**config.mk**
```make
export PLATFORM = sky130hd
export DESIGN_NAME = msk_unshare_stream
export DESIGN_NICKNAME = d
export VERILOG_FILES = /design/src/rtl/msk_unshare_pkg.sv /design/src/rtl/mskshare_sel.sv /design/src/rtl/msk_unshare_stream.sv
export SDC_FILE = /design/constraint.sdc
export NUM_CORES = 1
export LEC_CHECK = 0
export CAP_MARGIN = 0
export CORE_MARGIN = 2
export CORE_UTILIZATION = 40
export CTS_BUF_LIST = sky130_fd_sc_hd__clkbuf_4
export CTS_CLUSTER_DIAMETER = 100
export DETAILED_ROUTE_END_ITERATION = 12
export PLACE_DENSITY = 0.72
export SETUP_SLACK_MARGIN = 0.02
export SYNTH_ARGS = -nofsm -noshare
export SYNTH_HDL_FRONTEND = slang
export SYNTH_SLANG_ARGS = --single-unit
export TNS_END_PERCENT = 1
```
**constraint.sdc**
```tcl
create_clock -name clk -period 1.7 [get_ports clk]
set_input_delay 0.17 -clock clk [delete_from_list [all_inputs] [get_ports clk]]
set_output_delay 0.17 -clock clk [all_outputs]
set_load 0.05 [all_outputs]
```
**src/rtl/msk_unshare_pkg.sv**
```systemverilog
// Shared definitions for the output unmasking stage: geometry, FSM states and
// the share-index width helper.
package msk_unshare_pkg;

  localparam int unsigned WordW    = 32;
  localparam int unsigned BlkWords = 4;

  typedef enum logic [1:0] {
    StIdle = 2'd0,
    StFold = 2'd1,
    StOut  = 2'd2
  } state_e;

  // Width of a share index for d shares; never narrower than one bit.
  function automatic int unsigned idx_w(input int unsigned d);
    int unsigned w;
    w = 1;
    if (d > 1) w = $clog2(d);
    return w;
  endfunction

endpackage

```
**src/rtl/mskshare_sel.sv**
```systemverilog
// Extracts one 32-bit share from a bit-interleaved shared word
// (share j of bit i sits at index i*D+j). Purely combinational.
module mskshare_sel
  import msk_unshare_pkg::*;
#(
  parameter int unsigned D = 2
) (
  input  logic [WordW*D-1:0]    sh_reg_i,
  input  logic [idx_w(D)-1:0]   idx_i,
  output logic [WordW-1:0]      share_o
);

  // Per bit, slice out the D-wide share group and pick the requested share.
  for (genvar i = 0; i < WordW; i++) begin : g_bit
    logic [D-1:0] grp;
    assign grp        = sh_reg_i[i*D +: D];
    assign share_o[i] = grp[idx_i];
  end

endmodule

```
**src/rtl/msk_unshare_stream.sv**
```systemverilog
// Output unmasking stage: captures a d-share word, folds one share per cycle
// into an accumulator, buffers four unmasked words and emits a 128-bit block.
module msk_unshare_stream
  import msk_unshare_pkg::*;
#(
  parameter int unsigned D = 2
) (
  input  logic                   clk,
  input  logic                   syn_rst_n,
  input  logic                   in_valid,
  output logic                   in_ready,
  input  logic [WordW*D-1:0]     in_data,
  output logic                   out_valid,
  input  logic                   out_ready,
  output logic [WordW*BlkWords-1:0] out_data
);

  localparam int unsigned IdxW = idx_w(D);
  localparam logic [IdxW-1:0] LastIdx = IdxW'(D - 1);

  state_e               state_q, state_d;
  logic [WordW*D-1:0]   sh_reg_q, sh_reg_d;
  logic [WordW-1:0]     acc_q, acc_d;
  logic [IdxW-1:0]      idx_q, idx_d;
  logic [1:0]           wcnt_q, wcnt_d;
  logic [WordW-1:0]     buf_q [BlkWords];
  logic [WordW-1:0]     buf_d [BlkWords];

  logic [WordW-1:0]     in_share0;
  logic [WordW-1:0]     cur_share;
  logic [WordW-1:0]     folded;

  // Share 0 of the incoming word only; no shares are combined at capture.
  for (genvar i = 0; i < WordW; i++) begin : g_share0
    assign in_share0[i] = in_data[i*D];
  end

  // Share selection works off the registered word, never the live input.
  mskshare_sel #(
    .D (D)
  ) u_sel (
    .sh_reg_i (sh_reg_q),
    .idx_i    (idx_q),
    .share_o  (cur_share)
  );

  assign folded = acc_q ^ cur_share;

  // Next-state, handshake outputs and register updates for the unshare FSM.
  always_comb begin
    state_d   = state_q;
    sh_reg_d  = sh_reg_q;
    acc_d     = acc_q;
    idx_d     = idx_q;
    wcnt_d    = wcnt_q;
    buf_d     = buf_q;
    in_ready  = 1'b0;
    out_valid = 1'b0;

    unique case (state_q)
      StIdle: begin
        in_ready = syn_rst_n;
        if (in_valid && in_ready) begin
          sh_reg_d = in_data;
          acc_d    = in_share0;
          idx_d    = IdxW'(1);
          state_d  = StFold;
        end
      end
      StFold: begin
        if (idx_q == LastIdx) begin
          buf_d[wcnt_q] = folded;
          // Scrub the shares and partial sum once the word is recombined.
          sh_reg_d      = '0;
          acc_d         = '0;
          idx_d         = '0;
          wcnt_d        = wcnt_q + 2'd1;
          state_d       = (wcnt_q == 2'd3) ? StOut : StIdle;
        end else begin
          acc_d = folded;
          idx_d = idx_q + IdxW'(1);
        end
      end
      StOut: begin
        out_valid = 1'b1;
        if (out_ready) begin
          buf_d   = '{default: '0};
          wcnt_d  = 2'd0;
          state_d = StIdle;
        end
      end
      default: begin
        state_d = StIdle;
      end
    endcase
  end

  // Block data is only driven while offered, so partial plaintext never leaks.
  assign out_data = (state_q == StOut) ? {buf_q[0], buf_q[1], buf_q[2], buf_q[3]} : '0;

  // State and datapath registers with synchronous active-low clear.
  always_ff @(posedge clk) begin
    if (!syn_rst_n) begin
      state_q  <= StIdle;
      sh_reg_q <= '0;
      acc_q    <= '0;
      idx_q    <= '0;
      wcnt_q   <= '0;
      buf_q    <= '{default: '0};
    end else begin
      state_q  <= state_d;
      sh_reg_q <= sh_reg_d;
      acc_q    <= acc_d;
      idx_q    <= idx_d;
      wcnt_q   <= wcnt_d;
      buf_q    <= buf_d;
    end
  end

endmodule

```
==> results.txt, run 1 <==
----------------------------------------------------
[Critical path]
  Register-to-register setup slack ... -50 ps
  Kind of start point of the critical path ... flip-flop
  Capturing element type of the critical path ... output pin
  Type of the worst setup path ... flip-flop to output pin
  Cells on worst reg2reg path ... 4
  Highest fanout seen on the critical path ... 8
  CP dominant cell by count ... sky130_fd_sc_hd__buf_12
  Master of the slowest instance on the critical path ... sky130_fd_sc_hd__dfxtp_2
  Reg-to-reg critical path endpoint ... buf_q[59]
  Crit-path cells ... buf_6 -> nor2b_4 -> buf_12 -> buf_12 -> clkbuf_16 -> and2_4 -> buf_12
  Endpoint required time on the critical path ... 1530 ps
  Signal arrival time at the worst endpoint ... 1980 ps
  Start of the worst register-to-register path ... wcnt_q[0]
  Largest incremental delay on the critical path ... 330 ps

[Finish]
  Area growth, synth to finish ... 48.7%
  Share of post-route cells with drive strength above 1 ... 0.330
  Total of fill cells in the finished design ... 1970
  NumNets Final ... 1285

[Timing]
  FMAX ... 466 MHz
  Worst-case setup margin in the final layout ... -445 ps
  Smallest hold slack ... 83.0 ps
  Unrepaired setup endpoints after global routing ... yes
  Worst-case headroom to the max-slew limit ... 0.379
  Setup-failing EPs final ... 180
  Transition time at the pin with the least slew margin ... 929 ps
  Final hold violation count ... 0
  Worst-case clock skew ... 52.6 ps
  Min cycle time layout ... 2150 ps
  Final worst path period share ... 1.26
  Final-report max-slew violation count ... 0

[Power]
  Power per cell area ... 789 mW/mm2
  Reported leakage power ... 0.00623 uW
  Worst IR Drop VDD ... 0.449 mV
  Total chip power ... 11600 uW

[Synthesis]
  Post-synthesis xor/xnor area fraction ... 0.0284
  Average cell area after synthesis ... 9.94 um2
  Cell area after synthesis ... 0.00988 mm2
  Simple-gate portion of the synthesized area ... 0.138
  Post-Synthesis Net Count ... 1066
  Mux cell area share after synthesis ... 0
  Unique cell type count in the Yosys netlist ... 29
  Flip-flop and latch count after synthesis ... 229
  Synth Instances ... 994
  Sequential cell area fraction in the yosys report ... 0.464
  Combinational family with the most area after synthesis ... compound AO/OA/AOI/OAI gates
  Arithmetic-cell share of the synthesized area counting full adders, half adders and majority gates ... 0.00507
  Number of synthesis warnings ... 0
  Post-synthesis compound-gate area fraction ... 0.289

[Worst hold path]
  Min-Delay Endpoint ... sh_reg_q[21]
  Number of cells traversed by the worst hold path ... 2
  Hold Path Origin ... in_data[21]
  Tightest Hold Check Type ... primary input to flip-flop

[Clock network]
  Number of clock buffers inserted by TritonCTS ... 58
  TritonCTS clock tree ... done
  Clock-pin transition on the worst setup and hold timing paths ... 60 ps
  Deepest clock path buffer count ... 3
  Number of levels the H-tree was split into ... 2
  Clock net sink count ... 229
  Source-to-sink clock delay at the later pin of the worst-skew pair ... 700 ps
  Buffer cell driving the clock tree root ... sky130_fd_sc_hd__clkbuf_4

[Routing]
  First-iteration detailed-routing DRC count ... 434
  Routed Antenna Nets ... 0
  Final WL ... 29200 um
  Via count of the routed design ... 8394
  Number of remaining DRC errors ... 0
  Routed len/inst ... 18.5 um
  Number of iterations in the first detailed-routing pass ... 5
  Mean number of vias per cell ... 5.31

[Place]
  HPWL reported at the end of detailed placement ... 18900 um
  Number of buffers added on ports ... 197
  Final GP Congestion ... 0.795

[GRT]
  Sum of overflow across all layers after global routing ... 0
  First-pass GRT wire length ... 45200 um
  Number of antenna violations at the first check in global routing ... 2
  Overall fraction of global-route tracks in use ... 0.215
  Vias in the first global route ... 8306
  Pin count of the biggest net entering global routing ... 70

[Die]
  Die X ... 161 um
  Y dimension of the die ... 161 um
  # rows ... 57
  Area of the die ... 0.0260 mm2
  Number of ports placed on the die boundary ... 198
  Initial standard-cell utilization of the core ... 0.407
  Placeable core region ... 0.0242 mm2

[Status]
  Failing checks ... negative setup slack
  Result of the run ... complete, but fails checks

[Flow run]
  Maximum capacitance violations ... 0

----------------------------------------------------
==> placed cells by master (no fill, tap or decap), types with 22 or more instances in the layout <==
cell,instances
sky130_fd_sc_hd__dfxtp_1,225
sky130_fd_sc_hd__a22o_1,160
sky130_fd_sc_hd__buf_12,141
sky130_fd_sc_hd__and2_4,125
sky130_fd_sc_hd__clkbuf_4,84
sky130_fd_sc_hd__a21oi_1,68
sky130_fd_sc_hd__clkdlybuf4s50_1,66
sky130_fd_sc_hd__nand2_1,37
sky130_fd_sc_hd__inv_1,35
sky130_fd_sc_hd__nor2_1,35
sky130_fd_sc_hd__and2_1,32
sky130_fd_sc_hd__o21a_1,32
sky130_fd_sc_hd__o211a_1,32
sky130_fd_sc_hd__o2bb2ai_1,32
sky130_fd_sc_hd__o21ai_0,27
sky130_fd_sc_hd__xor2_1,24
sky130_fd_sc_hd__buf_4,22
==> registers in the layout, summed over array words and instances (netlist names) <==
register,cells
sh_reg_q,64
acc_q,32
state_q,2
wcnt_q,2
buf_q,128
idx_q,1
==> repair_timing <==
action                                  CTS  global route
pin swaps                               133            66
endpoints found under the hold margin     3             0
gates resized for setup                 144             7
hold buffers                              1             0
cloned                                    5             4
buffers inserted                          5             3
endpoints found under the setup margin  258           262
==> area by class of cell <==
cell class                 count  area (um2)  area share
antenna                        2        5.00    0.000341
clock buffer                  84         631      0.0429
clock inverter                19        81.3     0.00554
inverter                      35         131     0.00894
multi-input combinational    645        4890       0.333
sequential                   229        4600       0.313
tap                          324         405      0.0276
timing repair buffer         244        3950       0.269
==> synth_stat cells <==
master / instances / share of area
sky130_fd_sc_hd__a21oi_1: 68 / 0.034
sky130_fd_sc_hd__nand2_1: 37 / 0.014
sky130_fd_sc_hd__o21a_1: 33 / 0.025
sky130_fd_sc_hd__a22o_1: 160 / 0.14
sky130_fd_sc_hd__buf_2: 20 / 0.010
sky130_fd_sc_hd__clkbuf_2: 1 / 0.00051
sky130_fd_sc_hd__a21oi_4: 4 / 0.0066
sky130_fd_sc_hd__buf_4: 9 / 0.0068
sky130_fd_sc_hd__nor2_1: 35 / 0.013
sky130_fd_sc_hd__nor3_4: 1 / 0.0016
sky130_fd_sc_hd__and2_1: 158 / 0.10
sky130_fd_sc_hd__nor3b_1: 3 / 0.0023
sky130_fd_sc_hd__dfxtp_1: 229 / 0.46
sky130_fd_sc_hd__inv_1: 35 / 0.013
sky130_fd_sc_hd__ha_1: 4 / 0.0051
sky130_fd_sc_hd__clkbuf_1: 24 / 0.0091
sky130_fd_sc_hd__a211oi_1: 2 / 0.0015
sky130_fd_sc_hd__o2bb2ai_1: 32 / 0.028
sky130_fd_sc_hd__nor2b_1: 6 / 0.0038
sky130_fd_sc_hd__nand2_4: 1 / 0.0011
sky130_fd_sc_hd__o21ai_4: 1 / 0.0016
sky130_fd_sc_hd__o211a_1: 32 / 0.032
sky130_fd_sc_hd__o21ai_1: 7 / 0.0035
sky130_fd_sc_hd__o21ai_0: 27 / 0.014
sky130_fd_sc_hd__nor2_2: 1 / 0.00063
sky130_fd_sc_hd__xnor2_1: 8 / 0.0071
sky130_fd_sc_hd__and3b_1: 1 / 0.00089
sky130_fd_sc_hd__buf_6: 31 / 0.035
sky130_fd_sc_hd__xor2_1: 24 / 0.021
==> worst max path at each step <==
stage / startpoint / end / slack, ps / cells after the start
after floorplan: state_q[0] / out_data[118] / -230 / 4
after global placement: out_ready / buf_q[104] / -170 / 5
after detailed placement: out_ready / buf_q[24] / -180 / 5
after CTS: state_q[0] / out_data[97] / -510 / 7
after global routing: state_q[1] / out_data[59] / -540 / 7
final: state_q[1] / out_data[98] / -450 / 7
==> critical path, delay by kind of cell, from the launching register on <==
kind / cells / cell delay, ps
AND/OR/NAND/NOR: 2 / 310
buffers and inverters: 5 / 680
flip-flops: 1 / 330
==> metal layers <==
| layer | track usage | routed length (um) | vias up |
|---|---|---|---|
| met2 | 0.350 | 13800 | 287 |
| met3 | 0.0488 | 1910 | 36 |
| met1 | 0.284 | 12900 | 4078 |
| met5 | 0 | 0 | - |
| li1 | - | - | 3993 |
| met4 | 0.0706 | 532 | 0 |
==> power by group <==
part / internal (uW) / switching, uW / total [uW]
Combinational: 609 / 716 / 1320
Clock: 2270 / 2240 / 4510
Sequential: 5580 / 177 / 5760
==> through the flow <==
stage	setup WS (ps)	utilization	cell area (um2)	TNS, ps	instances
finish	-445	0.606	14700	-51900	1582
global route	-538	0.606	14700	-73640	1582
CTS	-514	0.600	14500	-61780	1573
detailed placement	-180	0.547	13300	-19760	1459
global placement	-168	0.547	13300	-18320	1459
floorplan	-235	-	9880	-2110	994
==> kinds of logic after synthesis <==
family                     count (synthesis)
buffers and inverters                    120
xor gates and xnor gates                  32
adders and majority gates                  4
and+or+nand+nor                          243
DFF                                      229
AOI/OAI and AO/OA                        366
(Power assumes the default switching activity.)
==> run 2: changes to the inputs <==
- CTS_CLUSTER_SIZE: unset -> 30
- SYNTH_HIERARCHICAL: unset -> 1
==> results.txt, run 2 <==
----------------------------------------------------
[Status]
  Result of the run ... complete, but fails checks
  Failing checks ... negative setup slack

[Clock network]
  Number of clock buffers inserted by TritonCTS ... 11 (-81%)
  Number of levels the H-tree was split into ... 1 (-1)
  Source-to-sink clock delay at the later pin of the worst-skew pair ... 660 ps (-40 ps)
  Count of hold buffers inserted by post-cts repair ... 0 (-1)
  Clock net sink count ... 229 (unchanged)
  Buffer cell driving the clock tree root ... sky130_fd_sc_hd__clkbuf_4
  TritonCTS clock tree ... done
  Clock-pin transition on the worst setup and hold timing paths ... 290 ps (+230 ps)
  Deepest clock path buffer count ... 3 (unchanged)

[Finish]
  Share of post-route cells with drive strength above 1 ... 0.388 (+0.0583)
  Total of fill cells in the finished design ... 1978 (+0.41%)
  Non-filler instance count after layout ... 1449 (-8.4%)
  NumNets Final ... 1196 (-6.9%)
  Area growth, synth to finish ... 45.0%
  Sequential Area ... 0.00459 mm2 (-0.11%)
  Most frequent cells in the layout ... 225 x sky130_fd_sc_hd__dfxtp_1, 153 x sky130_fd_sc_hd__buf_12, 137 x sky130_fd_sc_hd__a22o_1
  Register with the most flip-flops ... buf_q
  Largest registers ... buf_q (128), sh_reg_q (64), acc_q (32)
  Multi-input combinational cell area ... 0.00497 mm2 (+1.6%)
  Largest register FFs ... 128 (unchanged)
  Commonest non-fill, non-tap cell in the layout ... sky130_fd_sc_hd__dfxtp_1

[Power]
  P_int ... 6680 uW (-21%)
  Switching power as a share of total power ... 0.276 (+0.00602)
  Switching component of the power ... 2550 uW (-19%)
  Combinational power share ... 0.174 (+0.060)
  Power share of the clock group ... 0.207 (-0.182)
  Share of total power in sequential cells ... 0.619 (+0.122)
  Worst IR Drop VDD ... 0.606 mV (+35%)
  Reported leakage power ... 0.00552 uW (-11%)
  Power per cell area ... 639 mW/mm2 (-19%)

[Die]
  # rows ... 57 (unchanged)
  Area of the die ... 0.0262 mm2 (+0.86%)
  Initial standard-cell utilization of the core ... 0.408 (+0.00121)
  Placeable core region ... 0.0244 mm2 (+0.59%)
  Die X ... 162 um (+0.43%)
  Y dimension of the die ... 162 um (+0.43%)
  Number of ports placed on the die boundary ... 198 (unchanged)

[Place]
  HPWL reported at the end of detailed placement ... 19300 um (+2.4%)
  Number of buffers added on ports ... 197 (unchanged)
  Final GP Congestion ... 0.802 (+0.98%)
  Cell count after placement ... 1428 (-2.1%)

[Routing]
  Via count of the routed design ... 7983 (-4.9%)
  Number of remaining DRC errors ... 0 (unchanged)
  Number of iterations in the first detailed-routing pass ... 5 (unchanged)
  Routed len/inst ... 19.2 um (+4.2%)
  Final WL ... 27900 um (-4.6%)
  First-iteration detailed-routing DRC count ... 515 (+19%)
  Mean number of vias per cell ... 5.51 (+3.8%)
  Routed Antenna Nets ... 0 (unchanged)

[Synthesis]
  Mux cell area share after synthesis ... 0.0500 (+0.0500)
  Post-synthesis xor/xnor area fraction ... 0.0281 (-0.000249)
  Simple-gate portion of the synthesized area ... 0.112 (-0.0254)
  Unique cell type count in the Yosys netlist ... 41 (+41%)
  Arithmetic-cell share of the synthesized area counting full adders, half adders and majority gates ... 0.00502 (-0.0000445)
  Cell area after synthesis ... 0.00996 mm2 (+0.89%)
  Async SR Flop Fraction ... 0 (unchanged)
  Count leader, synth ... sky130_fd_sc_hd__dfxtp_1
  Cell types with the highest counts after synthesis ... 229 x sky130_fd_sc_hd__dfxtp_1, 137 x sky130_fd_sc_hd__a22o_1, 129 x sky130_fd_sc_hd__and2_1, 68 x sky130_fd_sc_hd__inv_1, 51 x sky130_fd_sc_hd__a22o_2
  Number of synthesis warnings ... 6 (+6)
  Top cells by area, synth ... sky130_fd_sc_hd__dfxtp_1 46%, sky130_fd_sc_hd__a22o_1 12%, sky130_fd_sc_hd__and2_1 8.1%
  Post-synthesis compound-gate area fraction ... 0.261 (-0.0282)
  Flip-flop and latch count after synthesis ... 229 (unchanged)
  Top-area cell type share of the netlist area ... 0.460 (-0.00408)
  Sequential cell area fraction in the yosys report ... 0.460 (-0.00408)
  Average cell area after synthesis ... 10.6 um2 (+6.2%)
  Synth Instances ... 944 (-5.0%)
  Post-synth top flop ... sky130_fd_sc_hd__dfxtp_1
  Combinational family with the most area after synthesis ... compound AO/OA/AOI/OAI gates
  Number of flops mapped to enable cells by yosys ... 0 (unchanged)
  Post-Synthesis Net Count ... 1016 (-4.7%)
  Cell taking the most area after synthesis ... sky130_fd_sc_hd__dfxtp_1

[Critical path]
  Signal arrival time at the worst endpoint ... 2000 ps (+20 ps)
  Register-to-register setup slack ... -80 ps (-30 ps)
  Type of the worst setup path ... flip-flop to output pin
  Highest fanout seen on the critical path ... 29 (+21)
  Endpoint required time on the critical path ... 1530 ps (about the same)
  Capturing element type of the critical path ... output pin
  Kind of start point of the critical path ... flip-flop

[Timing]
  Unrepaired setup endpoints after global routing ... yes
  Setup-failing EPs final ... 228 (+27%)
  Worst-case clock skew ... 33.3 ps (-19.3 ps)
  Worst-case setup margin in the final layout ... -471 ps (-26.3 ps)
  Transition time at the pin with the least slew margin ... 415 ps (-514 ps)
  Final worst path period share ... 1.28 (+0.0155)
  Final hold violation count ... 0 (unchanged)
  Final-report max-slew violation count ... 0 (unchanged)
  Worst-case headroom to the max-slew limit ... 0.722 (+0.343)
  Smallest hold slack ... 72.4 ps (-10.6 ps)
  Min cycle time layout ... 2170 ps (+26.3 ps)
  FMAX ... 461 MHz (-1.2%)

[GRT]
  Number of antenna violations at the first check in global routing ... 2 (unchanged)
  Pin count of the biggest net entering global routing ... 52 (-26%)
  First-pass GRT wire length ... 43200 um (-4.3%)
  Overall fraction of global-route tracks in use ... 0.203 (-0.0125)
  Vias in the first global route ... 7721 (-7.0%)
  Sum of overflow across all layers after global routing ... 0 (unchanged)

[Worst hold path]
  Tightest Hold Check Type ... primary input to flip-flop

[Flow run]
  Maximum capacitance violations ... 0 (unchanged)

----------------------------------------------------
[run 2: changes by cell type in the layout (fill, tap and decap cells not counted), sizes merged, moves of 26 or more]
cell,change
a211oi,+26
a21oi,-61
a22o,+28
a32oi,+26
and2,-29
clkbuf,-76
inv,+33
mux2,+33
nand2,-32
o211a,-32
o21a,-32
o21ai,-32
o2bb2ai,-32
[run 2: final timing paths]
path         startpoint      endpoint  depth (start not counted)
min reg2reg   buf_q[31]     buf_q[31]                          1
max reg2reg  state_q[0]     acc_q[23]                          7
min          in_data[6]      acc_q[3]                          3
max          state_q[0]  out_data[53]                          6
[run 2: critical path, stage by stage (launching register included)]
cell and delay (ps):
sky130_fd_sc_hd__dfxtp_2 400, sky130_fd_sc_hd__buf_12 120, sky130_fd_sc_hd__nor2_4 110, sky130_fd_sc_hd__buf_12 180, sky130_fd_sc_hd__buf_16 170, sky130_fd_sc_hd__and2_1 190, sky130_fd_sc_hd__buf_12 150
[run 2: layout make-up]
type	count	area share
antenna	1	0.000173
clock inverter	2	0.00113
clock buffer	11	0.00571
inverter	69	0.0179
sequential	229	0.318
timing repair buffer	258	0.285
multi-input combinational	555	0.344
tap	324	0.0281
[run 2: power groups by stage]
| stage | Combinational (uW) | Clock [uW] | Sequential, uW |
|---|---|---|---|
| 4_1_cts | 1590 | 1960 | 5720 |
| 6_report | 1600 | 1910 | 5720 |
| 3_5_place_dp | 1550 | 0 | 5810 |
| 3_3_place_gp | 1510 | 0 | 5800 |
| 5_1_grt | 1720 | 2140 | 5740 |
| 2_1_floorplan | 1020 | 0 | 5770 |
[run 2: repair_timing]
action / 4_1_cts / 5_1_grt
gates resized for setup: 84 / 71
setup endpoints to repair: 246 / 353
pin swaps: 33 / 54
endpoints found under the hold margin: 0 / 0
gates cloned: 2 / 1
setup buffers: 2 / 2
[run 2: logic make-up (layout without fill, tap and decap cells)]
| group | count (synthesis) | count (layout) |
|---|---|---|
| and+or+nand+nor | 186 | 186 |
| DFF | 229 | 229 |
| xor gates and xnor gates | 32 | 32 |
| other | 0 | 1 |
| buffers and inverters | 160 | 340 |
| adders and majority gates | 4 | 4 |
| AOI/OAI and AO/OA | 299 | 299 |
| muxes | 34 | 34 |
[run 2: per-layer routing]
| metal | track usage | share of wire |
|---|---|---|
| met4 | 0.0418 | 0.018 |
| met2 | 0.321 | 0.46 |
| met3 | 0.0296 | 0.060 |
| met5 | 0 | 0.00047 |
| met1 | 0.294 | 0.47 |
[run 2: stage by stage]
step | cell area, um2 | utilization | total power (uW) | worst slack, ps | TNS [ps]
2_1_floorplan | 9970 | - | 6780 | -283 | -4450
3_3_place_gp | 13800 | 0.565 | 7300 | -160 | -25080
3_5_place_dp | 13800 | 0.565 | 7350 | -208 | -33030
4_1_cts | 14200 | 0.582 | 9270 | -518 | -65940
5_1_grt | 14500 | 0.592 | 9610 | -577 | -89050
6_report | 14500 | 0.592 | 9230 | -471 | -58870
==> run 3: changes to the inputs <==
- CAP_MARGIN: 0 -> 20
- CTS_BUF_LIST: sky130_fd_sc_hd__clkbuf_4 -> sky130_fd_sc_hd__clkbuf_4 sky130_fd_sc_hd__clkbuf_8
==> results.txt, run 3 (synthesis results as in run 2) <==
----------------------------------------------------
[Timing]
  Final worst path period share ... 1.17 (-0.105)
  Final-report max-slew violation count ... 0 (unchanged)
  Worst-case clock skew ... 26.1 ps (-7.19 ps)
  Unrepaired setup endpoints after global routing ... yes
  Final hold violation count ... 0 (unchanged)
  Setup-failing EPs final ... 198 (-13%)
  Worst-case headroom to the max-slew limit ... 0.711 (-0.0113)
  FMAX ... 502 MHz (+9.0%)
  Worst-case setup margin in the final layout ... -292 ps (+179 ps)
  Min cycle time layout ... 1990 ps (-179 ps)
  Transition time at the pin with the least slew margin ... 432 ps (+16.9 ps)
  Smallest hold slack ... 233 ps (+161 ps)

[Routing]
  First-iteration detailed-routing DRC count ... 479 (-7.0%)
  Number of remaining DRC errors ... 0 (unchanged)
  Routed len/inst ... 19.3 um (+0.22%)
  Routed Antenna Nets ... 0 (unchanged)
  Via count of the routed design ... 7927 (-0.70%)
  Mean number of vias per cell ... 5.47 (-0.63%)
  Final WL ... 27900 um (+0.15%)
  Number of iterations in the first detailed-routing pass ... 5 (unchanged)

[Clock network]
  Deepest clock path buffer count ... 3 (unchanged)
  Source-to-sink clock delay at the later pin of the worst-skew pair ... 520 ps (-140 ps)
  Clock-pin transition on the worst setup and hold timing paths ... 170 ps (-120 ps)
  Number of levels the H-tree was split into ... 1 (unchanged)
  TritonCTS clock tree ... done
  Clock net sink count ... 229 (unchanged)
  Buffer cell driving the clock tree root ... sky130_fd_sc_hd__clkbuf_8
  Number of clock buffers inserted by TritonCTS ... 11 (unchanged)

[Status]
  Result of the run ... complete, but fails checks
  Failing checks ... negative setup slack

[Place]
  Number of buffers added on ports ... 197 (unchanged)
  Final GP Congestion ... 0.802 (unchanged)
  HPWL reported at the end of detailed placement ... 19300 um (unchanged)

[Power]
  Power per cell area ... 658 mW/mm2 (+3.0%)
  Switching component of the power ... 2600 uW (+1.8%)
  Worst IR Drop VDD ... 0.569 mV (-6.1%)
  Reported leakage power ... 0.00555 uW (+0.57%)
  Total chip power ... 9560 uW (+3.5%)
  Share of total power in sequential cells ... 0.597 (-0.022)
  P_int ... 6960 uW (+4.2%)
  Power share of the clock group ... 0.235 (+0.028)
  Combinational power share ... 0.168 (-0.006)
  Switching power as a share of total power ... 0.272 (-0.00462)

[Critical path]
  Highest fanout seen on the critical path ... 29 (unchanged)
  Crit-path leading delay family ... buffers and inverters
  Crit-path cells ... buf_12 -> nor2_4 -> buf_12 -> buf_16 -> and2_1 -> buf_12
  Signal arrival time at the worst endpoint ... 1820 ps (-180 ps)
  Cells on worst reg2reg path ... 7 (unchanged)
  Type of the worst setup path ... flip-flop to output pin
  CP dominant cell by count ... sky130_fd_sc_hd__buf_12
  Register-to-register setup slack ... -50 ps (+30 ps)
  Capturing element type of the critical path ... output pin
  Kind of start point of the critical path ... flip-flop
  Largest incremental delay on the critical path ... 370 ps (-30 ps)
  Start of the worst register-to-register path ... state_q[0]
  Count of buffer and inverter cells on the critical path ... 4 (unchanged)
  Master of the slowest instance on the critical path ... sky130_fd_sc_hd__dfxtp_2
  Reg-to-reg critical path endpoint ... acc_q[23]
  Endpoint required time on the critical path ... 1530 ps (about the same)

[Flow run]
  Maximum capacitance violations ... 0 (unchanged)

[GRT]
  Vias in the first global route ... 7731 (+0.13%)
  First-pass GRT wire length ... 43300 um (+0.18%)
  Met3 global-route usage ... 0.0301 (+0.000511)
  Fraction of met2 tracks used by global routing ... 0.323 (+0.00135)
  Met1 track demand over resource in global routing ... 0.293 (-0.000432)
  Number of antenna violations at the first check in global routing ... 0 (-2)
  Sum of overflow across all layers after global routing ... 0 (unchanged)
  Overall fraction of global-route tracks in use ... 0.203 (+0.000338)
  Busiest metal layer after global routing ... met2
  Pin count of the biggest net entering global routing ... 52 (unchanged)

[Die]
  Die X ... 162 um (unchanged)
  Initial standard-cell utilization of the core ... 0.408 (unchanged)
  Number of ports placed on the die boundary ... 198 (unchanged)
  Placeable core region ... 0.0244 mm2 (unchanged)
  # rows ... 57 (unchanged)
  Y dimension of the die ... 162 um (unchanged)
  Area of the die ... 0.0262 mm2 (unchanged)

[Finish]
  Largest register FFs ... 128 (unchanged)
  Largest registers ... buf_q (128), sh_reg_q (64), acc_q (32)
  ANT cells ... 0 (-1)
  Total of fill cells in the finished design ... 1966 (-0.61%)
  Multi-input combinational cell area ... 0.00497 mm2 (+0.10%)
  Commonest non-fill, non-tap cell in the layout ... sky130_fd_sc_hd__dfxtp_1
  Area growth, synth to finish ... 45.7%
  NumNets Final ... 1196 (unchanged)
  Most frequent cells in the layout ... 225 x sky130_fd_sc_hd__dfxtp_1, 153 x sky130_fd_sc_hd__buf_12, 137 x sky130_fd_sc_hd__a22o_1
  Register with the most flip-flops ... buf_q
  Sequential Area ... 0.00459 mm2 (unchanged)
  Share of post-route cells with drive strength above 1 ... 0.389 (+0.000890)

[Worst hold path]
  Hold Path Origin ... in_data[15]
  Min-Delay Endpoint ... sh_reg_q[15]
  Number of cells traversed by the worst hold path ... 2 (-1)
  Tightest Hold Check Type ... primary input to flip-flop

----------------------------------------------------
## run 3: cell types whose count changed in the layout (fill, tap and decap cells not counted)
| cell | change |
|---|---|
| sky130_fd_sc_hd__xnor2_2 | +1 |
| sky130_fd_sc_hd__a2111oi_1 | +1 |
| sky130_fd_sc_hd__clkbuf_8 | +11 |
| sky130_fd_sc_hd__a2111oi_2 | -1 |
| sky130_fd_sc_hd__xnor2_1 | -1 |
| sky130_fd_sc_hd__diode_2 | -1 |
| sky130_fd_sc_hd__clkbuf_4 | -11 |
| sky130_fd_sc_hd__and2_1 | -1 |
| sky130_fd_sc_hd__and2_4 | +1 |
## run 3: how the worst max path moves through the flow
| stage | start | endpoint | slack [ps] | cells past startpoint |
|---|---|---|---|---|
| 2_1_floorplan | state_q[0] | out_data[118] | -280 | 5 |
| 3_3_place_gp | syn_rst_n | sh_reg_q[17] | -160 | 5 |
| 3_5_place_dp | syn_rst_n | sh_reg_q[38] | -210 | 6 |
| 4_1_cts | state_q[0] | out_data[117] | -320 | 6 |
| 5_1_grt | state_q[0] | out_data[23] | -380 | 6 |
| 6_report | state_q[0] | out_data[53] | -290 | 6 |
## run 3: power by group through the flow
| stage | registers, uW | logic [uW] | clock network, uW |
|---|---|---|---|
| 3_3_place_gp | 5800 | 1510 | 0 |
| 3_5_place_dp | 5810 | 1550 | 0 |
| 4_1_cts | 5700 | 1580 | 2290 |
| 2_1_floorplan | 5770 | 1020 | 0 |
| 5_1_grt | 5720 | 1720 | 2490 |
| 6_report | 5700 | 1610 | 2250 |
## run 3: layout make-up
type	instances	area share
multi-input combinational	555	0.342
sequential	229	0.316
timing repair buffer	258	0.284
tap	324	0.0279
inverter	69	0.0178
clock buffer	11	0.0104
clock inverter	2	0.00112
## run 3: layer usage
metal,up-vias,routed length (um)
li1,3762,-
met1,3894,13000
met2,242,12800
met3,29,1710
met4,0,446
met5,-,0
## run 3: timing repair
item                                    4_1_cts  5_1_grt
hold buffers                                  0        0
gates cloned                                  2        1
buffers inserted                              2        2
gates resized for setup                      81       75
endpoints found under the setup margin      235      353
pin swaps                                    32       55
## run 3: stage by stage
step	area [um2]	setup TNS, ps	setup slack [ps]	instances	util
final	14500	-34310	-292	1448	0.595
after global routing	14500	-56740	-376	1448	0.595
after CTS	14300	-37050	-321	1445	0.584
after detailed placement	13800	-33030	-208	1428	0.565
after global placement	13800	-25080	-160	1428	0.565
after floorplan	9970	-4450	-283	944	-
